File: config.mk
export PLATFORM = sky130hd
export DESIGN_NAME = serial_subtractor_flat
export DESIGN_NICKNAME = d
export VERILOG_FILES = /design/src/rtl/serial_subtractor_if.sv /design/src/rtl/serial_subtractor.sv /design/src/flat_wrapper.sv
export SDC_FILE = /design/constraint.sdc
export NUM_CORES = 1
export LEC_CHECK = 0
export CAP_MARGIN = 20
export CORE_UTILIZATION = 25
export CTS_CLUSTER_DIAMETER = 30
export DETAILED_ROUTE_END_ITERATION = 6
export PLACE_DENSITY = 0.55
export SYNTH_ARGS = -nofsm -noshare
export SYNTH_HDL_FRONTEND = slang
export SYNTH_SLANG_ARGS = --single-unit
File: constraint.sdc
create_clock -name Clk -period 1.5 [get_ports Clk]
set_clock_uncertainty 0.15 [all_clocks]
set_input_delay 0.15 -clock Clk [delete_from_list [all_inputs] [get_ports Clk]]
set_output_delay 0.15 -clock Clk [all_outputs]
set_load 0.02 [all_outputs]
File: src/rtl/serial_subtractor_if.sv
// Run/Done handshake and operand/result bus for the bit-serial subtractor.
// The controller drives the master side; the subtractor sits on the slave side.
interface serial_subtractor_if #(
   parameter int unsigned N = 16
);
   logic         Run;
   logic [N-1:0] A;
   logic [N-1:0] B;
   logic [N-1:0] Diff;
   logic         Borrow_out;
   logic         Overflow;
   logic         Busy;
   logic         Done;

   modport master (
      output Run, A, B,
      input  Diff, Borrow_out, Overflow, Busy, Done
   );

   modport slave (
      input  Run, A, B,
      output Diff, Borrow_out, Overflow, Busy, Done
   );
endinterface

File: src/rtl/serial_subtractor.sv
// Bit-serial two's-complement subtractor: A - B computed LSB first as A + ~B + 1
// through one full-adder slice with a registered carry, under a Run/Done handshake.
module serial_subtractor #(
   parameter int unsigned N = 16
) (
   input  logic              Clk,
   input  logic              Reset_n,
   serial_subtractor_if.slave bus
);

   localparam int unsigned CW = $clog2(N + 1);

   localparam logic [1:0] IDLE  = 2'd0;
   localparam logic [1:0] SHIFT = 2'd1;
   localparam logic [1:0] DONE  = 2'd2;

   logic [1:0]    state_q, state_d;
   logic [N-1:0]  a_sh_q, a_sh_d;
   logic [N-1:0]  b_sh_q, b_sh_d;
   logic [N-1:0]  diff_q, diff_d;
   logic          carry_q, carry_d;
   logic [CW-1:0] cnt_q, cnt_d;
   logic          a_msb_q, a_msb_d;
   logic          b_msb_q, b_msb_d;
   logic          borrow_q, borrow_d;
   logic          ovf_q, ovf_d;

   // Full-adder slice fed with the inverted subtrahend bit.
   logic a_bit, nb_bit, sum_bit, carry_nxt;

   always_comb begin
      a_bit     = a_sh_q[0];
      nb_bit    = ~b_sh_q[0];
      sum_bit   = a_bit ^ nb_bit ^ carry_q;
      carry_nxt = (a_bit & nb_bit) | (a_bit & carry_q) | (nb_bit & carry_q);
   end

   always_comb begin
      state_d  = state_q;
      a_sh_d   = a_sh_q;
      b_sh_d   = b_sh_q;
      diff_d   = diff_q;
      carry_d  = carry_q;
      cnt_d    = cnt_q;
      a_msb_d  = a_msb_q;
      b_msb_d  = b_msb_q;
      borrow_d = borrow_q;
      ovf_d    = ovf_q;

      case (state_q)
         IDLE: begin
            if (bus.Run) begin
               a_sh_d  = bus.A;
               b_sh_d  = bus.B;
               a_msb_d = bus.A[N-1];
               b_msb_d = bus.B[N-1];
               carry_d = 1'b1;
               cnt_d   = '0;
               state_d = SHIFT;
            end
         end

         SHIFT: begin
            diff_d  = {sum_bit, diff_q[N-1:1]};
            a_sh_d  = {1'b0, a_sh_q[N-1:1]};
            b_sh_d  = {1'b0, b_sh_q[N-1:1]};
            carry_d = carry_nxt;
            cnt_d   = cnt_q + CW'(1);
            if (cnt_q == CW'(N - 1)) begin
               // sum_bit is the result MSB landing in Diff[N-1] on this edge.
               borrow_d = ~carry_nxt;
               ovf_d    = (a_msb_q != b_msb_q) & (sum_bit != a_msb_q);
               state_d  = DONE;
            end
         end

         DONE: begin
            if (!bus.Run) begin
               state_d = IDLE;
            end
         end

         default: state_d = IDLE;
      endcase
   end

   always_ff @(posedge Clk or negedge Reset_n) begin
      if (!Reset_n) begin
         state_q  <= IDLE;
         a_sh_q   <= '0;
         b_sh_q   <= '0;
         diff_q   <= '0;
         carry_q  <= 1'b0;
         cnt_q    <= '0;
         a_msb_q  <= 1'b0;
         b_msb_q  <= 1'b0;
         borrow_q <= 1'b0;
         ovf_q    <= 1'b0;
      end else begin
         state_q  <= state_d;
         a_sh_q   <= a_sh_d;
         b_sh_q   <= b_sh_d;
         diff_q   <= diff_d;
         carry_q  <= carry_d;
         cnt_q    <= cnt_d;
         a_msb_q  <= a_msb_d;
         b_msb_q  <= b_msb_d;
         borrow_q <= borrow_d;
         ovf_q    <= ovf_d;
      end
   end

   assign bus.Diff       = diff_q;
   assign bus.Borrow_out = borrow_q;
   assign bus.Overflow   = ovf_q;
   assign bus.Busy       = (state_q == SHIFT);
   assign bus.Done       = (state_q == DONE);

endmodule

File: src/flat_wrapper.sv
// flat-port wrapper written by rule: the top's interface ports become plain ports
module serial_subtractor_flat 
#(
   parameter int unsigned N = 16
)
  (Clk, Reset_n, bus_Run, bus_A, bus_B, bus_Diff, bus_Borrow_out, bus_Overflow, bus_Busy, bus_Done);
  serial_subtractor_if #(.N(N)) bus_i ();
  input  logic Clk;
  input  logic Reset_n;
  input wire logic [$bits(bus_i.Run)-1:0] bus_Run;
  input wire logic [$bits(bus_i.A)-1:0] bus_A;
  input wire logic [$bits(bus_i.B)-1:0] bus_B;
  output wire logic [$bits(bus_i.Diff)-1:0] bus_Diff;
  output wire logic [$bits(bus_i.Borrow_out)-1:0] bus_Borrow_out;
  output wire logic [$bits(bus_i.Overflow)-1:0] bus_Overflow;
  output wire logic [$bits(bus_i.Busy)-1:0] bus_Busy;
  output wire logic [$bits(bus_i.Done)-1:0] bus_Done;
  assign bus_i.Run = bus_Run;
  assign bus_i.A = bus_A;
  assign bus_i.B = bus_B;
  assign bus_Diff = bus_i.Diff;
  assign bus_Borrow_out = bus_i.Borrow_out;
  assign bus_Overflow = bus_i.Overflow;
  assign bus_Busy = bus_i.Busy;
  assign bus_Done = bus_i.Done;
  serial_subtractor #(.N(N)) u_core (.Clk(Clk), .Reset_n(Reset_n), .bus(bus_i));
endmodule
# Word level (Yosys, flattened, before mapping)
# Index checks and enable logic that the tools add are counted.
# op_classes
bitwise	10
add_sub_neg	1
n_reduce_logical	6
mux	12
n_eq_ne	8
# op_table
op	n
$pmux 16 s2	2
$mux 16	2
$pmux 5 s2	1
$mux 2	3
$pmux 2 s3	1
$reduce_and 2->1	3
$add 5x1->5 const B	1
$eq 5x4->1 const B	1
$mux 5	1
$and 1x1->1	4
$ne 2x2->1 const B	2
$reduce_and 3->1	1
$eq 2x1->1 const B	1
$eq 2x2->1 const B	1
$logic_not 2->1	1
$ne 1x1->1	2
$ne 2x1->1 const B	1
$not 1->1	2
$or 1x1->1	2
$pmux 1 s2	1
$reduce_bool 2->1	1
$xor 1x1->1	2
$mux 1	1
# word_totals
regBits	60
out_inout_bits	20
wordCells	47

# Longest topological paths before layout
# Gate-level depths: netlist of run 1.
# logic_depth
depth_word	5
mapped_depth	6
depth_no_buf	6

# Worst setup path after synthesis of run 1
# Ideal clock, no wire load.
# synth_timing
path_type	flip-flop to flip-flop
start	register u_core.carry_q
end	register u_core.ovf_q (netlist: u_core.bus.Overflow)
t_arrival_ns	1.227
stages_incl_launch_ff	5
setup_slack_ns	0.041
path_buffers	0
period_less_slack_ns	1.459
path_cell_list	dfrtp_1 fa_1 nor3b_1 a21oi_1 o21ai_0
# synth_via
elab_chain_cells	3
# synth_rtl
item	line_no	rtl
start, declared	serial_subtractor.sv:21	logic carry_q, carry_d;
start signal, assigned	serial_subtractor.sv:104	carry_q <= carry_d;
$xor 1x1->1	serial_subtractor.sv:34	sum_bit = a_bit ^ nb_bit ^ carry_q;
named net u_core.sum_bit	serial_subtractor.sv:29	logic a_bit, nb_bit, sum_bit, carry_nxt;
$ne 1x1->1	serial_subtractor.sv:72	ovf_d = (a_msb_q != b_msb_q) & (sum_bit != a_msb_q);
$and 1x1->1	serial_subtractor.sv:72	
end signal, assigned	serial_subtractor.sv:109	ovf_q <= ovf_d;
end, declared	serial_subtractor.sv:26	logic ovf_q, ovf_d;
# The timed path passes the listed nets, and every way through them passes these cells.
# A chain may end at the register's enable or synchronous reset.

# Worst setup path after layout of run 1
# layout_timing
start	register u_core.state_q[1]
end	output port bus_Done
# layout_via
elab_chain_cells	1
# layout_rtl
item	line_no	rtl
start, declared	serial_subtractor.sv:17	logic [1:0] state_q, state_d;
start signal, assigned	serial_subtractor.sv:100	state_q <= state_d;
$eq 2x2->1	serial_subtractor.sv:117	assign bus.Done = (state_q == DONE);
end, declared	flat_wrapper.sv:17	output wire logic [$bits(bus_i.Done)-1:0] bus_Done;
# No other way between the ends.

==> results of run 1 <==
## tightest hold or removal path: stages
cell	delay, ns
dlygate4sd3_1	0.52
buf_2	0.12
buf_12	0.29
## layer usage
layer | GRT usage (%) | routed length (um)
met5 | 0 | 0
met4 | 4.50 | 118
met3 | 3.16 | 282
met2 | 19.7 | 3050
met1 | 17.1 | 3420
## per-stage QoR
stage	hold WS, ns	util [%]	total power, mW
finish	0.202	37.1	7.71
global route	0.232	37.1	8.28
CTS	0.203	36.5	7.65
detailed placement	0.0419	34.3	6.15
global placement	0.0419	34.3	6.05
floorplan	-0.296	-	4.68
## how the worst min path moves through the flow
| stage | start | endpoint | slack, ns |
|---|---|---|---|
| after floorplan | Reset_n | u_core.a_msb_q | -0.30 |
| after global placement | Reset_n | u_core.a_sh_q[6] | 0.04 |
| after detailed placement | Reset_n | u_core.a_sh_q[6] | 0.04 |
| after CTS | Reset_n | u_core.b_sh_q[7] | 0.20 |
| after global routing | Reset_n | u_core.a_sh_q[7] | 0.23 |
| final | Reset_n | u_core.a_sh_q[10] | 0.20 |
## cell usage after synthesis
master and instances:
ha_1 2, and2b_1 1, a2bb2oi_1 1, o21ai_1 17, o21bai_1 1, nor2_1 4, a21oi_1 23, inv_2 1
and2b_4 1, dfrtp_1 60, o21ai_0 19, buf_2 13, nor2b_1 24, mux2_2 3, nand2_1 65, nand3b_1 1
a22oi_1 30, a22o_1 2, buf_4 3, o22ai_1 1, o22a_1 1, nor3b_1 1, a31oi_1 1, inv_1 3
a41oi_1 1, and3_1 1, nand3_1 1, nand2b_1 1, clkbuf_1 4, fa_1 1
## cell families after synthesis
group | share of synthesized area, %
AND/OR/NAND/NOR | 16.8
flip-flops | 54.8
AO/OA/AOI/OAI | 21.3
adder cells (fa/ha/maj) | 1.64
buffers and inverters | 4.29
multiplexers | 1.23
## final cells by class
cell class / instances / area (sq um)
Fill cell: 1106 / 6580
Sequential cell: 60 / 1500
Multi-Input combinational cell: 203 / 1180
Timing Repair Buffer: 86 / 807
Tap cell: 136 / 170
Clock buffer: 12 / 165
Clock inverter: 3 / 45.0
Inverter: 4 / 15.0
## flip-flops by register name, summed over array words and instances (netlist names), 2 cells and up
register and count:
u_core.a_sh_q 16, u_core.b_sh_q 16, u_core.bus.Diff 16, u_core.cnt_q 5, u_core.state_q 2
## power breakdown
group          switching (mW)  internal, mW  leakage [nW]
Sequential              0.490          2.32         0.768
Clock                   0.652         0.894         0.101
Combinational            1.75          1.60         0.876
Total                    2.89          4.82          1.75
## repair_timing
action / 4_1_cts / 5_1_grt
hold buffers: 1 / 0
pin swaps: 3 / 0
setup buffers: 2 / 2
resized for setup: 36 / 23
hold endpoints to repair: 60 / 0
endpoints found under the setup margin: 27 / 41
==> results.sh, run 1 <==
export IMPL_dpl_cell_area_sq_um=3580
export IMPL_antenna_found_initial=0
export IMPL_grt_max_degree=61
export IMPL_place_inst=484
export IMPL_fin_ws_ns=-0.0375
export IMPL_area_growth_synth_to_final_pct=41.7
export IMPL_critPathBufInv=2
export IMPL_min_period_ns=1.54
export IMPL_syn_area_per_cell_sq_um=9.55
export IMPL_ctsRootBufferMaster="clkbuf_8"
export IMPL_syn_instance_count=287
export IMPL_via_per_inst=4.71
export IMPL_initial_core_util_pct=26.2
export IMPL_fmax_ghz=0.650
export IMPL_die_width_um=107
export IMPL_hold_class="in -> async"
export IMPL_tightest_slew_ns=0.340
export IMPL_ys_seq_area_share_pct=54.8
export IMPL_cp_common_cell="buf_4"
export IMPL_slew_violations=0
export IMPL_grt_pass1_wl_um=11300
export IMPL_drv_cap=0
export IMPL_cts_tree="done"
export IMPL_coreArea_sq_um=10500
export IMPL_setup_violations=6
export IMPL_yosysTopAreaCellShare_pct=54.8
export IMPL_ir_drop_mv=0.699
export IMPL_finalHoldViolCount=0
export IMPL_cts_max_level=3
export IMPL_start_kind="register"
export IMPL_grtUsageTotal_pct=12.7
export IMPL_path_cells="buf_4, nor2b_1, buf_4"
export IMPL_slowest_delay_ns=0.40
export IMPL_antenna_left=0
export IMPL_synth_area_sq_um=2740
export IMPL_synthTopCellsByArea="dfrtp_1, nand2_1, a22oi_1"
export IMPL_yosys_warnings=0
export IMPL_grt_pass1_vias=2322
export IMPL_rows=37
export IMPL_cp_required_ns=1.20
export IMPL_r2r_cells=4
export IMPL_insertion_delay_ns=0.34
export IMPL_drt_pass1_iter_count=4
export IMPL_violations="negative setup slack"
export IMPL_startpoint="u_core.state_q[1]"
export IMPL_num_io_pins=55
export IMPL_dr_first_iter_drc_count=100
export IMPL_fin_cells=504
export IMPL_crit_fanout=4
export IMPL_reg2reg_to="u_core.a_msb_q"
export IMPL_gr_total_overflow=0
export IMPL_wirelength_um=6880
export IMPL_die_height_um=107
export IMPL_vias=2373
export IMPL_slew_headroom_pct=77.3
export IMPL_synth_cell_types=30
export IMPL_cp_depth=3
export IMPL_period_share_pct=103
export IMPL_io_buffers=54
export IMPL_p_leak_nw=1.75
export IMPL_drive_above_1_share_pct=17.9
export IMPL_clk_pin_slew_ns=0.07
export IMPL_route_detailed_drc=0
export IMPL_r2r_start="u_core.state_q[1]"
export IMPL_yosysTopAreaCell="dfrtp_1"
export IMPL_hpwl_um=4580
export IMPL_layout_common_cells="nand2_1, dfrtp_1, clkdlybuf4s50_1"
export IMPL_worst_setup_path_type="reg -> out"
export IMPL_routabilityCongestion=0.722
export IMPL_mostFrequentLayoutCell="nand2_1"
export IMPL_wire_per_inst_um=13.6
export IMPL_endpoint="bus_Done"
export IMPL_p_per_area_nw_per_um2=1980
export IMPL_nets=402
export IMPL_final_cell_area_sq_um=3880
export IMPL_rrSetupSlack_ns=-0.02
export IMPL_synth_seq_cells=60
export IMPL_syn_nets=325
export IMPL_outcome="complete, but fails checks"
export IMPL_clock_sinks=60
export IMPL_diodes=0
export IMPL_cp_end_kind="output pin"
export IMPL_setup_total_negative_slack_ns=-0.107
export IMPL_crit_arrival_ns=1.24
export IMPL_dp_slack_ns=-0.138
export IMPL_cts_buffers=9
export IMPL_critPathTopFamily="flip-flops"
export IMPL_cts_buffer_depth=2
export IMPL_cpMaxStageDelayCell="dfrtp_1"
export IMPL_die_area_sq_um=11400
export IMPL_rsz0062_at_grt="true"
(Power assumes the default switching activity.)
==> run 2: changes to the inputs <==
--- a/config.mk
+++ b/config.mk
@@ -6,10 +6,11 @@
 export NUM_CORES = 1
 export LEC_CHECK = 0
 export CAP_MARGIN = 20
-export CORE_UTILIZATION = 25
+export CORE_UTILIZATION = 46
 export CTS_CLUSTER_DIAMETER = 30
 export DETAILED_ROUTE_END_ITERATION = 6
-export PLACE_DENSITY = 0.55
+export HOLD_SLACK_MARGIN = 0.02
+export PLACE_DENSITY = 0.84
 export SYNTH_ARGS = -nofsm -noshare
 export SYNTH_HDL_FRONTEND = slang
 export SYNTH_SLANG_ARGS = --single-unit
==> results.sh, run 2 (synthesized netlist as in run 1, its figures left out) <==
export IMPL_slew_headroom_pct=73.8
export IMPL_wirelength_um=6440
export IMPL_dp_slack_ns=-0.142
export IMPL_finalHoldViolCount=0
export IMPL_mostFrequentLayoutCell="nand2_1"
export IMPL_die_area_sq_um=6270
export IMPL_clk_pin_slew_ns=0.07
export IMPL_clkPwrFrac_pct=16.6
export IMPL_route_met2_wl_um=3170
export IMPL_gr_total_overflow=0
export IMPL_p_leak_nw=1.74
export IMPL_endpoint="u_core.bus.Borrow_out"
export IMPL_antenna_found_initial=0
export IMPL_regArea_sq_um=1500
export IMPL_setup_violations=4
export IMPL_r2r_cells=6
export IMPL_crit_fanout=5
export IMPL_insertion_delay_ns=0.34
export IMPL_route_detailed_drc=0
export IMPL_initial_core_util_pct=48.9
export IMPL_rows=27
export IMPL_ctsRootBufferMaster="clkbuf_8"
export IMPL_whs_ns=0.110
export IMPL_r2r_start="u_core.cnt_q[0]"
export IMPL_routabilityCongestion=0.771
export IMPL_num_io_pins=55
export IMPL_drv_cap=0
export IMPL_fin_ws_ns=-0.133
export IMPL_tightest_slew_ns=0.393
export IMPL_worst_setup_path_type="reg -> reg"
export IMPL_multi_input_area_sq_um=1240
export IMPL_place_inst=417
export IMPL_die_width_um=79.2
export IMPL_net_switching_power_mw=2.96
export IMPL_cp_end_kind="register"
export IMPL_hpwl_um=4140
export IMPL_reg2reg_to="u_core.bus.Borrow_out"
export IMPL_p_seq_share_pct=37.5
export IMPL_ir_drop_mv=1.12
export IMPL_switching_share_pct=39.2
export IMPL_diodes=0
export IMPL_layout_common_cells="nand2_1, dfrtp_1, o21ai_1"
export IMPL_p_per_area_nw_per_um2=1990
export IMPL_cts_buffers=9
export IMPL_outcome="complete, but fails checks"
export IMPL_violations="negative setup slack"
export IMPL_start_kind="register"
export IMPL_area_growth_synth_to_final_pct=38.5
export IMPL_die_height_um=79.2
export IMPL_grtUsageTotal_pct=21.8
export IMPL_hold_class="in -> async"
export IMPL_wl_met3_um=265
export IMPL_combPwrFrac_pct=45.9
export IMPL_nets=403
export IMPL_cts_tree="done"
export IMPL_drive_above_1_share_pct=20.0
export IMPL_p_int_mw=4.60
export IMPL_slew_violations=0
export IMPL_finish_utilization_pct=67.7
export IMPL_crit_arrival_ns=1.69
export IMPL_grt_max_degree=31
export IMPL_rsz0062_at_grt="true"
export IMPL_cts_max_level=3
export IMPL_cts_buffer_depth=2
export IMPL_clock_sinks=60
export IMPL_fin_cells=442
export IMPL_period_share_pct=109
export IMPL_startpoint="u_core.cnt_q[0]"
export IMPL_wirelength_met1_um=2780
export IMPL_grt_pass1_wl_um=10400
export IMPL_vias=2384
export IMPL_fmax_ghz=0.613
export IMPL_rrSetupSlack_ns=-0.13
export IMPL_fillerInstances=441
export IMPL_antenna_left=0
export IMPL_io_buffers=54
export IMPL_coreArea_sq_um=5610
export IMPL_wire_per_inst_um=14.6
export IMPL_dr_first_iter_drc_count=189
export IMPL_via_per_inst=5.39
export IMPL_routed_top_layer="met4"
export IMPL_drt_pass1_iter_count=4
export IMPL_cp_required_ns=1.56
export IMPL_min_period_ns=1.63
export IMPL_grt_pass1_vias=2285
run 2: stage by stage:
| step | power [mW] | cell area [sq um] | setup TNS [ns] |
|---|---|---|---|
| after CTS | 7.11 | 3650 | -0.0621 |
| final | 7.55 | 3800 | -0.307 |
| after global routing | 8.08 | 3800 | -0.550 |
| after floorplan | 4.68 | 2740 | 0 |
| after global placement | 5.78 | 3460 | -0.903 |
| after detailed placement | 5.93 | 3460 | -2.24 |
run 2: routing by layer:
| layer | GRT usage (%) | vias up |
|---|---|---|
| met3 | 3.79 | 19 |
| met4 | 14.0 | 0 |
| met5 | 0 | - |
| met2 | 34.6 | 70 |
| li1 | - | 1150 |
| met1 | 27.6 | 1145 |
run 2: worst max-delay path, cell delays in order, from the launching register on:
cell,delay (ns)
dfrtp_1,0.40
ha_4,0.16
and3_4,0.20
ha_4,0.13
nand3b_1,0.21
nand2_1,0.17
o21ai_1,0.09
run 2: worst min-delay path by stage:
stage	start	to	slack [ns]
floorplan	Reset_n	u_core.a_msb_q	-0.30
global placement	Reset_n	u_core.bus.Diff[0]	-0.06
detailed placement	Reset_n	u_core.bus.Diff[1]	-0.06
CTS	Reset_n	u_core.bus.Diff[12]	0.11
global route	Reset_n	u_core.bus.Diff[8]	0.15
finish	Reset_n	u_core.bus.Diff[8]	0.11
run 2: final cells by class:
| type | count | area share [%] |
|---|---|---|
| sequential | 60 | 39.6 |
| timing repair buffer | 87 | 20.6 |
| clock buffer | 11 | 3.72 |
| inverter | 4 | 0.396 |
| tap | 72 | 2.37 |
| multi-input combinational | 203 | 32.6 |
| clock inverter | 5 | 0.725 |
run 2: what timing repair did:
item | CTS | global route
resized for setup | 33 | 43
setup buffers | 3 | 4
pin swaps | 3 | 4
hold buffers | 1 | 0
hold endpoints to repair | 60 | 0
endpoints found under the setup margin | 33 | 37
cloned | 0 | 2
run 2: power by group through the flow:
stage	clock, mW	combinational [mW]	sequential [mW]
2_1_floorplan	0	1.69	2.98
3_3_place_gp	0	3.00	2.78
3_5_place_dp	0	3.11	2.82
4_1_cts	1.27	3.06	2.78
5_1_grt	1.35	3.82	2.91
6_report	1.26	3.46	2.83
